--- config.mk ---
export PLATFORM = sky130hd
export DESIGN_NAME = rom_arbiter_flat
export DESIGN_NICKNAME = d
export VERILOG_FILES = /design/src/rtl/rom_arbiter_if.sv /design/src/rtl/rom_arbiter.sv /design/src/flat_wrapper.sv
export SDC_FILE = /design/constraint.sdc
export NUM_CORES = 1
export LEC_CHECK = 0
export ABC_AREA = 0
export CORE_UTILIZATION = 37
export CTS_CLUSTER_DIAMETER = 120
export CTS_CLUSTER_SIZE = 30
export DETAILED_ROUTE_END_ITERATION = 16
export HOLD_SLACK_MARGIN = 0.06
export PLACE_DENSITY = 0.78
export REMOVE_ABC_BUFFERS = 1
export SYNTH_ARGS = -nofsm -noshare
export SYNTH_HDL_FRONTEND = slang
export SYNTH_SLANG_ARGS = --single-unit
--- constraint.sdc ---
create_clock -name CLK -period 1.8 [get_ports CLK]
set_clock_uncertainty 0.2 [all_clocks]
set_input_delay 0.18 -clock CLK [delete_from_list [all_inputs] [get_ports CLK]]
set_output_delay 0.18 -clock CLK [all_outputs]
set_load 0.005 [all_outputs]
--- src/rtl/rom_arbiter_if.sv ---
// ---------------------------------------------------------------------------
// rom_arbiter_if
// Bus bundle between two ROM read requesters, the arbiter, and the program
// ROM.
//   A_* / B_*  : per-port request (REQ, LOCK, ADDR), grant (GNT) and
//                read return (DATA, VALID)
//   ROM_ADDR   : registered address to the ROM
//   ROM_DATA   : ROM registered output, one cycle after ROM_ADDR
// Modports:
//   slave  - arbiter view (requests and ROM data in; grants, returns and
//            ROM address out)
//   master - environment view (requesters plus ROM), the mirror of slave
// ---------------------------------------------------------------------------
interface rom_arbiter_if #(
    parameter int ADDR_W = 8,
    parameter int DATA_W = 8
);
    logic              A_REQ;
    logic              A_LOCK;
    logic [ADDR_W-1:0] A_ADDR;
    logic              A_GNT;
    logic [DATA_W-1:0] A_DATA;
    logic              A_VALID;

    logic              B_REQ;
    logic              B_LOCK;
    logic [ADDR_W-1:0] B_ADDR;
    logic              B_GNT;
    logic [DATA_W-1:0] B_DATA;
    logic              B_VALID;

    logic [ADDR_W-1:0] ROM_ADDR;
    logic [DATA_W-1:0] ROM_DATA;

    modport slave (
        input  A_REQ, A_LOCK, A_ADDR,
        input  B_REQ, B_LOCK, B_ADDR,
        input  ROM_DATA,
        output A_GNT, A_DATA, A_VALID,
        output B_GNT, B_DATA, B_VALID,
        output ROM_ADDR
    );

    modport master (
        output A_REQ, A_LOCK, A_ADDR,
        output B_REQ, B_LOCK, B_ADDR,
        output ROM_DATA,
        input  A_GNT, A_DATA, A_VALID,
        input  B_GNT, B_DATA, B_VALID,
        input  ROM_ADDR
    );
endinterface

--- src/rtl/rom_arbiter.sv ---
// ---------------------------------------------------------------------------
// rom_arbiter
// Shares a single-port synchronous program ROM between two requesters
// (A: instruction fetch, B: table reads). One address is accepted per cycle
// through a REQ/GNT handshake; the byte comes back to the issuing port two
// cycles after the grant edge. A port asserting LOCK with a grant keeps
// exclusive ownership until it transfers with LOCK=0 or idles with REQ=0 and
// LOCK=0.
//
// Ports:
//   CLK    - clock, rising edge
//   RESET  - asynchronous, active-high reset
//   bus    - rom_arbiter_if.slave (requests, grants, read returns, ROM bus)
//
// Build option:
//   ROM_ARB_RR_EN - when defined, an IDLE tie goes to the port not granted
//                   most recently; otherwise port A always wins a tie.
// ---------------------------------------------------------------------------
module rom_arbiter #(
    parameter int ADDR_W = 8,
    parameter int DATA_W = 8
) (
    input  logic           CLK,
    input  logic           RESET,
    rom_arbiter_if.slave   bus
);
    localparam int NUM_PORTS = 2;
    localparam int STAGES    = 2;

    typedef enum logic [1:0] {
        IDLE  = 2'd0,
        OWN_A = 2'd1,
        OWN_B = 2'd2
    } state_t;

    state_t state_q;

    // Port index 0 = A, 1 = B.
    logic [NUM_PORTS-1:0]             req;
    logic [NUM_PORTS-1:0]             lock;
    logic [NUM_PORTS-1:0][ADDR_W-1:0] addr;
    logic [NUM_PORTS-1:0]             gnt;

    assign req  = {bus.B_REQ,  bus.A_REQ};
    assign lock = {bus.B_LOCK, bus.A_LOCK};
    assign addr = {bus.B_ADDR, bus.A_ADDR};

    // Tie-break selector: 1 means B wins a simultaneous IDLE request.
    logic tie_b;
`ifdef ROM_ARB_RR_EN
    logic favour_b_q;
    assign tie_b = favour_b_q;
`else
    assign tie_b = 1'b0;
`endif

    // Grant is purely a function of REQ/LOCK/state so a requester sees it in
    // the same cycle it asks.
    always_comb begin
        gnt = '0;
        unique case (state_q)
            OWN_A:   gnt[0] = req[0];
            OWN_B:   gnt[1] = req[1];
            default: begin
                if (&req) gnt = tie_b ? 2'b10 : 2'b01;
                else      gnt = req;
            end
        endcase
    end

    assign bus.A_GNT = gnt[0];
    assign bus.B_GNT = gnt[1];

    logic xfer;
    logic xsel;
    assign xfer = |gnt;
    assign xsel = gnt[1];

    logic [ADDR_W-1:0]              rom_addr_q;
    logic [STAGES-1:0]              vld_pipe_q;
    logic [STAGES-1:0]              port_pipe_q;
    logic [NUM_PORTS-1:0]           valid_q;
    logic [NUM_PORTS-1:0][DATA_W-1:0] data_q;

    // Ownership and ROM address.
    always_ff @(posedge CLK or posedge RESET) begin
        if (RESET) begin
            state_q    <= IDLE;
            rom_addr_q <= '0;
        end else begin
            if (xfer) begin
                rom_addr_q <= addr[xsel];
                if (lock[xsel]) state_q <= xsel ? OWN_B : OWN_A;
                else            state_q <= IDLE;
            end else begin
                // Owner released ownership without issuing a read.
                if (state_q == OWN_A && !req[0] && !lock[0]) state_q <= IDLE;
                if (state_q == OWN_B && !req[1] && !lock[1]) state_q <= IDLE;
            end
        end
    end

`ifdef ROM_ARB_RR_EN
    always_ff @(posedge CLK or posedge RESET) begin
        if (RESET)     favour_b_q <= 1'b0;
        else if (xfer) favour_b_q <= ~xsel;
    end
`endif

    // Tag pipeline: stage 0 tracks the ROM address register, stage 1 tracks
    // the ROM output register. Reset clears the valids, so reads in flight
    // at reset never come back.
    always_ff @(posedge CLK or posedge RESET) begin
        if (RESET) begin
            vld_pipe_q  <= '0;
            port_pipe_q <= '0;
        end else begin
            vld_pipe_q  <= {vld_pipe_q[0],  xfer};
            port_pipe_q <= {port_pipe_q[0], xsel};
        end
    end

    // Per-port return registers; DATA holds until that port's next capture.
    always_ff @(posedge CLK or posedge RESET) begin
        if (RESET) begin
            valid_q <= '0;
            data_q  <= '0;
        end else begin
            for (int p = 0; p < NUM_PORTS; p++) begin
                valid_q[p] <= vld_pipe_q[STAGES-1] && (port_pipe_q[STAGES-1] == 1'(p));
                if (vld_pipe_q[STAGES-1] && (port_pipe_q[STAGES-1] == 1'(p)))
                    data_q[p] <= bus.ROM_DATA;
            end
        end
    end

    assign bus.ROM_ADDR = rom_addr_q;
    assign bus.A_VALID  = valid_q[0];
    assign bus.B_VALID  = valid_q[1];
    assign bus.A_DATA   = data_q[0];
    assign bus.B_DATA   = data_q[1];

endmodule
--- src/flat_wrapper.sv ---
// flat-port wrapper written by rule: the top's interface ports become plain ports
module rom_arbiter_flat 
#(
    parameter int ADDR_W = 8,
    parameter int DATA_W = 8
)
  (CLK, RESET, bus_A_REQ, bus_A_LOCK, bus_A_ADDR, bus_B_REQ, bus_B_LOCK, bus_B_ADDR, bus_ROM_DATA, bus_A_GNT, bus_A_DATA, bus_A_VALID, bus_B_GNT, bus_B_DATA, bus_B_VALID, bus_ROM_ADDR);
  rom_arbiter_if #(.ADDR_W(ADDR_W), .DATA_W(DATA_W)) bus_i ();
  input  logic CLK;
  input  logic RESET;
  input wire logic [$bits(bus_i.A_REQ)-1:0] bus_A_REQ;
  input wire logic [$bits(bus_i.A_LOCK)-1:0] bus_A_LOCK;
  input wire logic [$bits(bus_i.A_ADDR)-1:0] bus_A_ADDR;
  input wire logic [$bits(bus_i.B_REQ)-1:0] bus_B_REQ;
  input wire logic [$bits(bus_i.B_LOCK)-1:0] bus_B_LOCK;
  input wire logic [$bits(bus_i.B_ADDR)-1:0] bus_B_ADDR;
  input wire logic [$bits(bus_i.ROM_DATA)-1:0] bus_ROM_DATA;
  output wire logic [$bits(bus_i.A_GNT)-1:0] bus_A_GNT;
  output wire logic [$bits(bus_i.A_DATA)-1:0] bus_A_DATA;
  output wire logic [$bits(bus_i.A_VALID)-1:0] bus_A_VALID;
  output wire logic [$bits(bus_i.B_GNT)-1:0] bus_B_GNT;
  output wire logic [$bits(bus_i.B_DATA)-1:0] bus_B_DATA;
  output wire logic [$bits(bus_i.B_VALID)-1:0] bus_B_VALID;
  output wire logic [$bits(bus_i.ROM_ADDR)-1:0] bus_ROM_ADDR;
  assign bus_i.A_REQ = bus_A_REQ;
  assign bus_i.A_LOCK = bus_A_LOCK;
  assign bus_i.A_ADDR = bus_A_ADDR;
  assign bus_i.B_REQ = bus_B_REQ;
  assign bus_i.B_LOCK = bus_B_LOCK;
  assign bus_i.B_ADDR = bus_B_ADDR;
  assign bus_i.ROM_DATA = bus_ROM_DATA;
  assign bus_A_GNT = bus_i.A_GNT;
  assign bus_A_DATA = bus_i.A_DATA;
  assign bus_A_VALID = bus_i.A_VALID;
  assign bus_B_GNT = bus_i.B_GNT;
  assign bus_B_DATA = bus_i.B_DATA;
  assign bus_B_VALID = bus_i.B_VALID;
  assign bus_ROM_ADDR = bus_i.ROM_ADDR;
  rom_arbiter #(.ADDR_W(ADDR_W), .DATA_W(DATA_W)) u_core (.CLK(CLK), .RESET(RESET), .bus(bus_i));
endmodule
==> impl_metrics.yaml, run 1 <==
status:
  outcome: "complete, but fails checks"
  violations: "negative setup slack"
timing:
  setup-violations-final: 10
  timing_max_transition_violations_final: 0
  worst_slew_pin_slew_ns: 0.397
  fin_crit_sh_pct: 104
  relSlewSlack_pct: 73.6
  max_freq_mhz: 534
  fin_crit_ns: 1.87
  grt_setup_unrepaired: "yes"
  hold_ws_ns: 0.159
  worst_slack_ns: -0.0718
  hold_viol_final: 0
  fin_setup_tns_ns: -0.396
clock_network:
  clock_latency_ns: 0.32
  cts_root_buf: "clkbuf_4"
  numCtsBuffers: 5
  cts.sinks: 32
  cts_tree: "done"
  path_clk_slew_ns: 0.09
  htreeDepth: 2
  clk_path_buf_depth: 2
drt:
  vias: 1059
  drt-initial-drc-count: 16
  totalWireLength_um: 3110
  vias_per_cell: 5.00
  drtAntennaViolNets: 0
  drt-pass1-iter-count: 4
  drcViolationCount: 0
  wl_per_cell_um: 14.7
synthesis:
  syn_area_um2: 1310
  synth_area_leader_cell: "dfrtp_1"
  seq_area_frac_synth_pct: 61.2
  yosys_warnings: 0
  ys_seq_elements: 32
  synth_cell_types: 18
  synthTopCellsByArea: "dfrtp_1, mux2_2, a221o_1"
  synthCells: 88
  synth_area_per_cell_um2: 14.9
  yosysTopAreaCellShare_pct: 61.2
setup_path:
  path_buf_inv: 2
  crit_path_start_kind: "flip-flop"
  path_delay_family: "flip-flops"
  criticalPathCategory: "flip-flop to flip-flop"
  cp_max_fo: 4
  cp_slowest_stage_delay_ns: 0.44
  startpoint: "u_core.state_q[1]"
  required_ns: 1.81
  critPathSlowestCell: "dfrtp_1"
  r2r_slack_ns: -0.07
  crit_path_cell_trace: "ha_4 > o21ai_4 > buf_6 > buf_4 > and3_4 > a221o_1"
  critPathCaptureType: "flip-flop"
  rr_startpoint: "u_core.state_q[1]"
  critPathArrivalTime_ns: 1.88
cells_and_area:
  final_layout_size_suffix_gt1_share_pct: 33.7
  design_area_um2: 2190
  nNetsFinal: 198
  antennaDiodeCount: 0
  area_growth_pct: 67.7
floorplanning:
  core-area_um2: 3360
  start_util_pct: 38.9
  fp.dieW_um: 61.4
  fp.dieArea_um2: 3780
  io_pins: 58
  die_y_um: 61.4
  rows: 21
place:
  place_area_um2: 1970
  port_buffers: 57
  dpl.hpwl_um: 2160
  dp_slack_ns: -0.113
  gp_congestion: 0.802
power_and_ir_drop:
  switching_share_pct: 30.9
  cellPowerDensity_nw_per_um2: 1760
  power_frac_clock_pct: 9.3
  p_seq_share_pct: 32.8
  p_switching_mw: 1.19
  vdd_drop_max_v: 0.000880
  p_int_mw: 2.67
  comb_power_share_pct: 58.0
  p_leak_nw: 0.932
flow_run:
  maxCapViolCount: 0
global_route:
  grt_pass1_vias: 1048
  grt_max_degree: 33
  gr-total-overflow: 0
  grt_use_total_pct: 17.7
  grt_pass1_wl_um: 4710
  antenna_found_initial: 0
min_path:
  hold_start: "u_core.vld_pipe_q[0]"
  hold_path.class: "flip-flop to flip-flop"
==> worst register-to-register path: stages (launching register included) <==
cell and delay (ns):
dfrtp_1 0.44, ha_4 0.33, o21ai_4 0.07, buf_6 0.15
buf_4 0.15, and3_4 0.17, a221o_1 0.26
==> layer usage <==
layer | wire (µm) | track usage [%] | up-vias
met3 | 261 | 6.72 | 6
met2 | 1580 | 29.3 | 55
met4 | 30 | 7.94 | 0
met1 | 1240 | 20.3 | 517
met5 | 0 | 0 | -
li1 | - | - | 481
==> final timing paths <==
kind,endpoint,cells after the start
max,u_core.bus.ROM_ADDR[7],6
min,u_core.vld_pipe_q[1],0
max reg2reg,u_core.bus.ROM_ADDR[7],6
min reg2reg,u_core.vld_pipe_q[1],0
max in group asynchronous,u_core.bus.A_DATA[7],4
min in group asynchronous,u_core.bus.ROM_ADDR[7],4
==> synthesized netlist by cell type <==
cell / n
dfrtp_1: 32
mux2_2: 16
a221o_1: 8
and3_1: 8
inv_1: 6
a32o_1: 2
buf_6: 2
ha_1: 2
nand2_1: 2
nor2_1: 2
a21oi_4: 1
a22oi_1: 1
and2_4: 1
buf_2: 1
mux2i_4: 1
nor2b_1: 1
o21ai_2: 1
o21ai_4: 1
==> state kept, by name (all words and copies together), names as in the netlist <==
signal,cells
u_core.bus.B_DATA,8
u_core.valid_q,2
u_core.port_pipe_q,2
u_core.bus.A_DATA,8
u_core.bus.ROM_ADDR,8
u_core.state_q,2
u_core.vld_pipe_q,2
==> layout make-up <==
cell class	count	area, µm²
clock buffers	6	41.3
well taps	46	57.6
inverters	6	22.5
fillers	263	1170
clock inverters	1	5.00
repair buffers	73	713
multi-input cells	48	552
flip-flops and latches	32	801
==> cells in the final DEF (no fill, tap or decap), drive strengths merged <==
cell type      synthesis  final
ha                     2      2
o21ai                  2      2
nand2                  2      2
mux2                  16     16
a21oi                  1      1
clkdlybuf4s50          0     55
clkbuf                 0      6
dlygate4sd3            0      1
a32o                   2      2
and2                   1      1
nor2b                  1      1
and3                   8      8
clkinv                 0      1
inv                    6      6
nor2                   2      2
mux2i                  1      2
a221o                  8      8
dfrtp                 32     32
buf                    3     17
a22oi                  1      1
==> stage by stage <==
stage / total power [mW] / cells / util (%)
floorplan: 2.10 / 85 / -
global placement: 3.05 / 196 / 58.5
detailed placement: 3.11 / 196 / 58.5
CTS: 3.78 / 210 / 63.9
global route: 4.12 / 212 / 65.2
finish: 3.86 / 212 / 65.2
==> cell families after synthesis <==
kind of cell / count (synthesis) / share of synthesized area, %
buffers and inverters: 9 / 3.83
and+or+nand+nor: 14 / 6.13
muxes: 17 / 15.5
DFF: 32 / 61.2
AOI/OAI and AO/OA: 14 / 11.4
adders and majority gates: 2 / 1.91
==> power groups by stage <==
stage / clock network (mW) / registers (mW) / logic (mW)
CTS: 0.378 / 1.27 / 2.14
global placement: 0 / 1.25 / 1.79
global route: 0.411 / 1.31 / 2.40
finish: 0.359 / 1.27 / 2.24
detailed placement: 0 / 1.27 / 1.84
floorplan: 0 / 1.27 / 0.828
==> what timing repair did <==
action / CTS / global route
resized for setup: 24 / 7
endpoints found under the hold margin: 32 / 0
buffers inserted: 5 / 1
hold buffers: 1 / 0
pin swaps: 8 / 10
setup endpoints to repair: 11 / 12
gates cloned: 1 / 1
Note: power is estimated with default switching activity, not from simulation.
==> run 2: changes to the inputs <==
--- a/config.mk
+++ b/config.mk
@@ -7,4 +7,5 @@
 export LEC_CHECK = 0
 export ABC_AREA = 0
+export ABC_CLOCK_PERIOD_IN_PS = 1800
 export CORE_UTILIZATION = 37
 export CTS_CLUSTER_DIAMETER = 120
==> constraint.sdc (replaced) <==
create_clock -name CLK -period 1.8 [get_ports CLK]
set_clock_uncertainty 0.2 [all_clocks]
set_input_delay 0.18 -clock CLK [delete_from_list [all_inputs] [get_ports CLK]]
set_output_delay 0.18 -clock CLK [all_outputs]
set_load 0.05 [all_outputs]
==> run 2 against run 1 <==
  * The flow still finishes with violations (negative setup slack)
  * Register-to-register slack is essentially flat
  * Flip-flop and latch count is the same
  * Non-clock buffer count grew 1
  * Final area shrank 1.5%
  * Count of clock-buffer cells in the layout grew 1
  * Utilization shrank 1.0 points
  * Via count grew 2.0%
  * Cell count grew 0.47%
  * Critical path depth shrank 1
  * Critical endpoint is now bus_B_GNT
  * Largest cell class unchanged
  * Highest routed layer unchanged
==> impl_metrics.yaml, run 2 (synthesis results as in run 1) <==
cells_and_area:
  utilization_pct: 64.2
  design_area_um2: 2160
  final_layout_size_suffix_gt1_share_pct: 49.1
  mostFrequentLayoutCells: "buf_4, dfrtp_1, clkdlybuf4s50_1"
  multi_input_comb_area_um2: 534
  layout_commonest_cell: "buf_4"
  fillCellCount: 289
  nNetsFinal: 199
  area_growth_pct: 65.1
  antennaDiodeCount: 0
  register_area_um2: 801
setup_path:
  r2r_cells: 8
  critPathCaptureType: "output port"
  cpMostUsedCell: "buf_12"
  crit_path_cell_trace: "ha_4 > o21ai_4 > a21oi_4 > buf_12 > buf_12"
  criticalPathCategory: "flip-flop to output port"
  crit_path_start_kind: "flip-flop"
  cp_max_fo: 3
  cp_slowest_stage_delay_ns: 0.43
  required_ns: 1.42
  critPathArrivalTime_ns: 1.58
  critPathSlowestCell: "dfrtp_1"
timing:
  worst_slew_pin_slew_ns: 0.401
  hold_viol_final: 0
  grt_setup_unrepaired: "yes"
  timing_max_transition_violations_final: 0
  max_freq_mhz: 509
  relSlewSlack_pct: 73.3
  setup-violations-final: 10
  fin_crit_ns: 1.96
  fin_setup_tns_ns: -0.701
  worst_slack_ns: -0.164
  fin_crit_sh_pct: 109
clock_network:
  cts_tree: "done"
  cts.sinks: 32
  cts_root_buf: "clkbuf_4"
  clock_latency_ns: 0.34
  htreeDepth: 2
  path_clk_slew_ns: 0.10
  clk_path_buf_depth: 2
  numCtsBuffers: 5
drt:
  drcViolationCount: 0
  wl_per_cell_um: 15.7
  totalWireLength_um: 3350
  drt-pass1-iter-count: 4
  drtAntennaViolNets: 0
  vias: 1080
  vias_per_cell: 5.07
  drt-initial-drc-count: 16
global_route:
  grt_use_total_pct: 20.2
  grt_pass1_wl_um: 5290
  grt_max_degree: 33
  antenna_found_initial: 0
  gr-total-overflow: 0
  grt_pass1_vias: 1158
floorplanning:
  core-area_um2: 3360
  start_util_pct: 38.9
  fp.dieArea_um2: 3780
  fp.dieW_um: 61.4
  die_y_um: 61.4
  rows: 21
  io_pins: 58
place:
  port_buffers: 57
  place_area_um2: 1930
  gp_congestion: 0.737
  dpl.hpwl_um: 2330
status:
  outcome: "complete, but fails checks"
  violations: "negative setup slack"
flow_run:
  maxCapViolCount: 0
min_path:
  hold_path.class: "flip-flop to flip-flop"
  hold_depth: 0
-- run 2: changes by cell type in the layout (fill, tap and decap cells not counted), sizes merged --
cell,delta
buf,+27
clkbuf,+1
clkdlybuf4s50,-26
clkinv,-1
-- run 2: through the flow --
| stage | cells | setup slack [ns] | hold slack, ns |
|---|---|---|---|
| 2_1_floorplan | 85 | -0.120 | 0.0962 |
| 3_3_place_gp | 197 | 0.00237 | 0.137 |
| 3_5_place_dp | 197 | -0.0505 | 0.148 |
| 4_1_cts | 213 | -0.193 | 0.170 |
| 5_1_grt | 213 | -0.223 | 0.171 |
| 6_report | 213 | -0.164 | 0.167 |
-- run 2: layer usage --
| metal | part of all wire, % | GRT usage, % |
|---|---|---|
| met5 | 0 | 0 |
| met1 | 38 | 21.4 |
| met2 | 52 | 37.1 |
| met4 | 1.9 | 6.35 |
| met3 | 8.6 | 7.77 |
-- run 2: timing repair --
| action | CTS | global route |
|---|---|---|
| cloned | 2 | 0 |
| endpoints found under the hold margin | 32 | 0 |
| gates resized for setup | 20 | 0 |
| setup buffers | 6 | 0 |
| endpoints found under the setup margin | 11 | 12 |
| hold buffers | 1 | 0 |
| pin swaps | 6 | 3 |
-- run 2: final timing paths --
check	slack, ns	end	from
setup / recovery	-0.16	bus_B_GNT	u_core.state_q[1]
hold / removal	0.17	u_core.vld_pipe_q[1]	u_core.vld_pipe_q[0]
setup reg to reg	-0.06	u_core.bus.ROM_ADDR[4]	u_core.state_q[1]
hold reg to reg	0.17	u_core.vld_pipe_q[1]	u_core.vld_pipe_q[0]
max in group asynchronous	0.52	u_core.bus.B_DATA[7]	RESET
min in group asynchronous	0.58	u_core.state_q[0]	RESET
-- run 2: layout make-up --
type                    count  area share (%)
repair buffers             74            31.4
well taps                  46            2.67
inverters                   6            1.04
flip-flops and latches     32            37.1
multi-input cells          48            24.8
clock buffers               7            3.01
-- run 2: worst max-delay path, delay by kind of cell (launching register included) --
family                     cells  cell delay (ns)
DFF                            1             0.43
adders and majority gates      1             0.32
AOI/OAI and AO/OA              2             0.24
buffers and inverters          2             0.24
Power of run 2 is not shown: default switching activity piles up to over one toggle a cycle in this logic, so the estimate is an artifact.
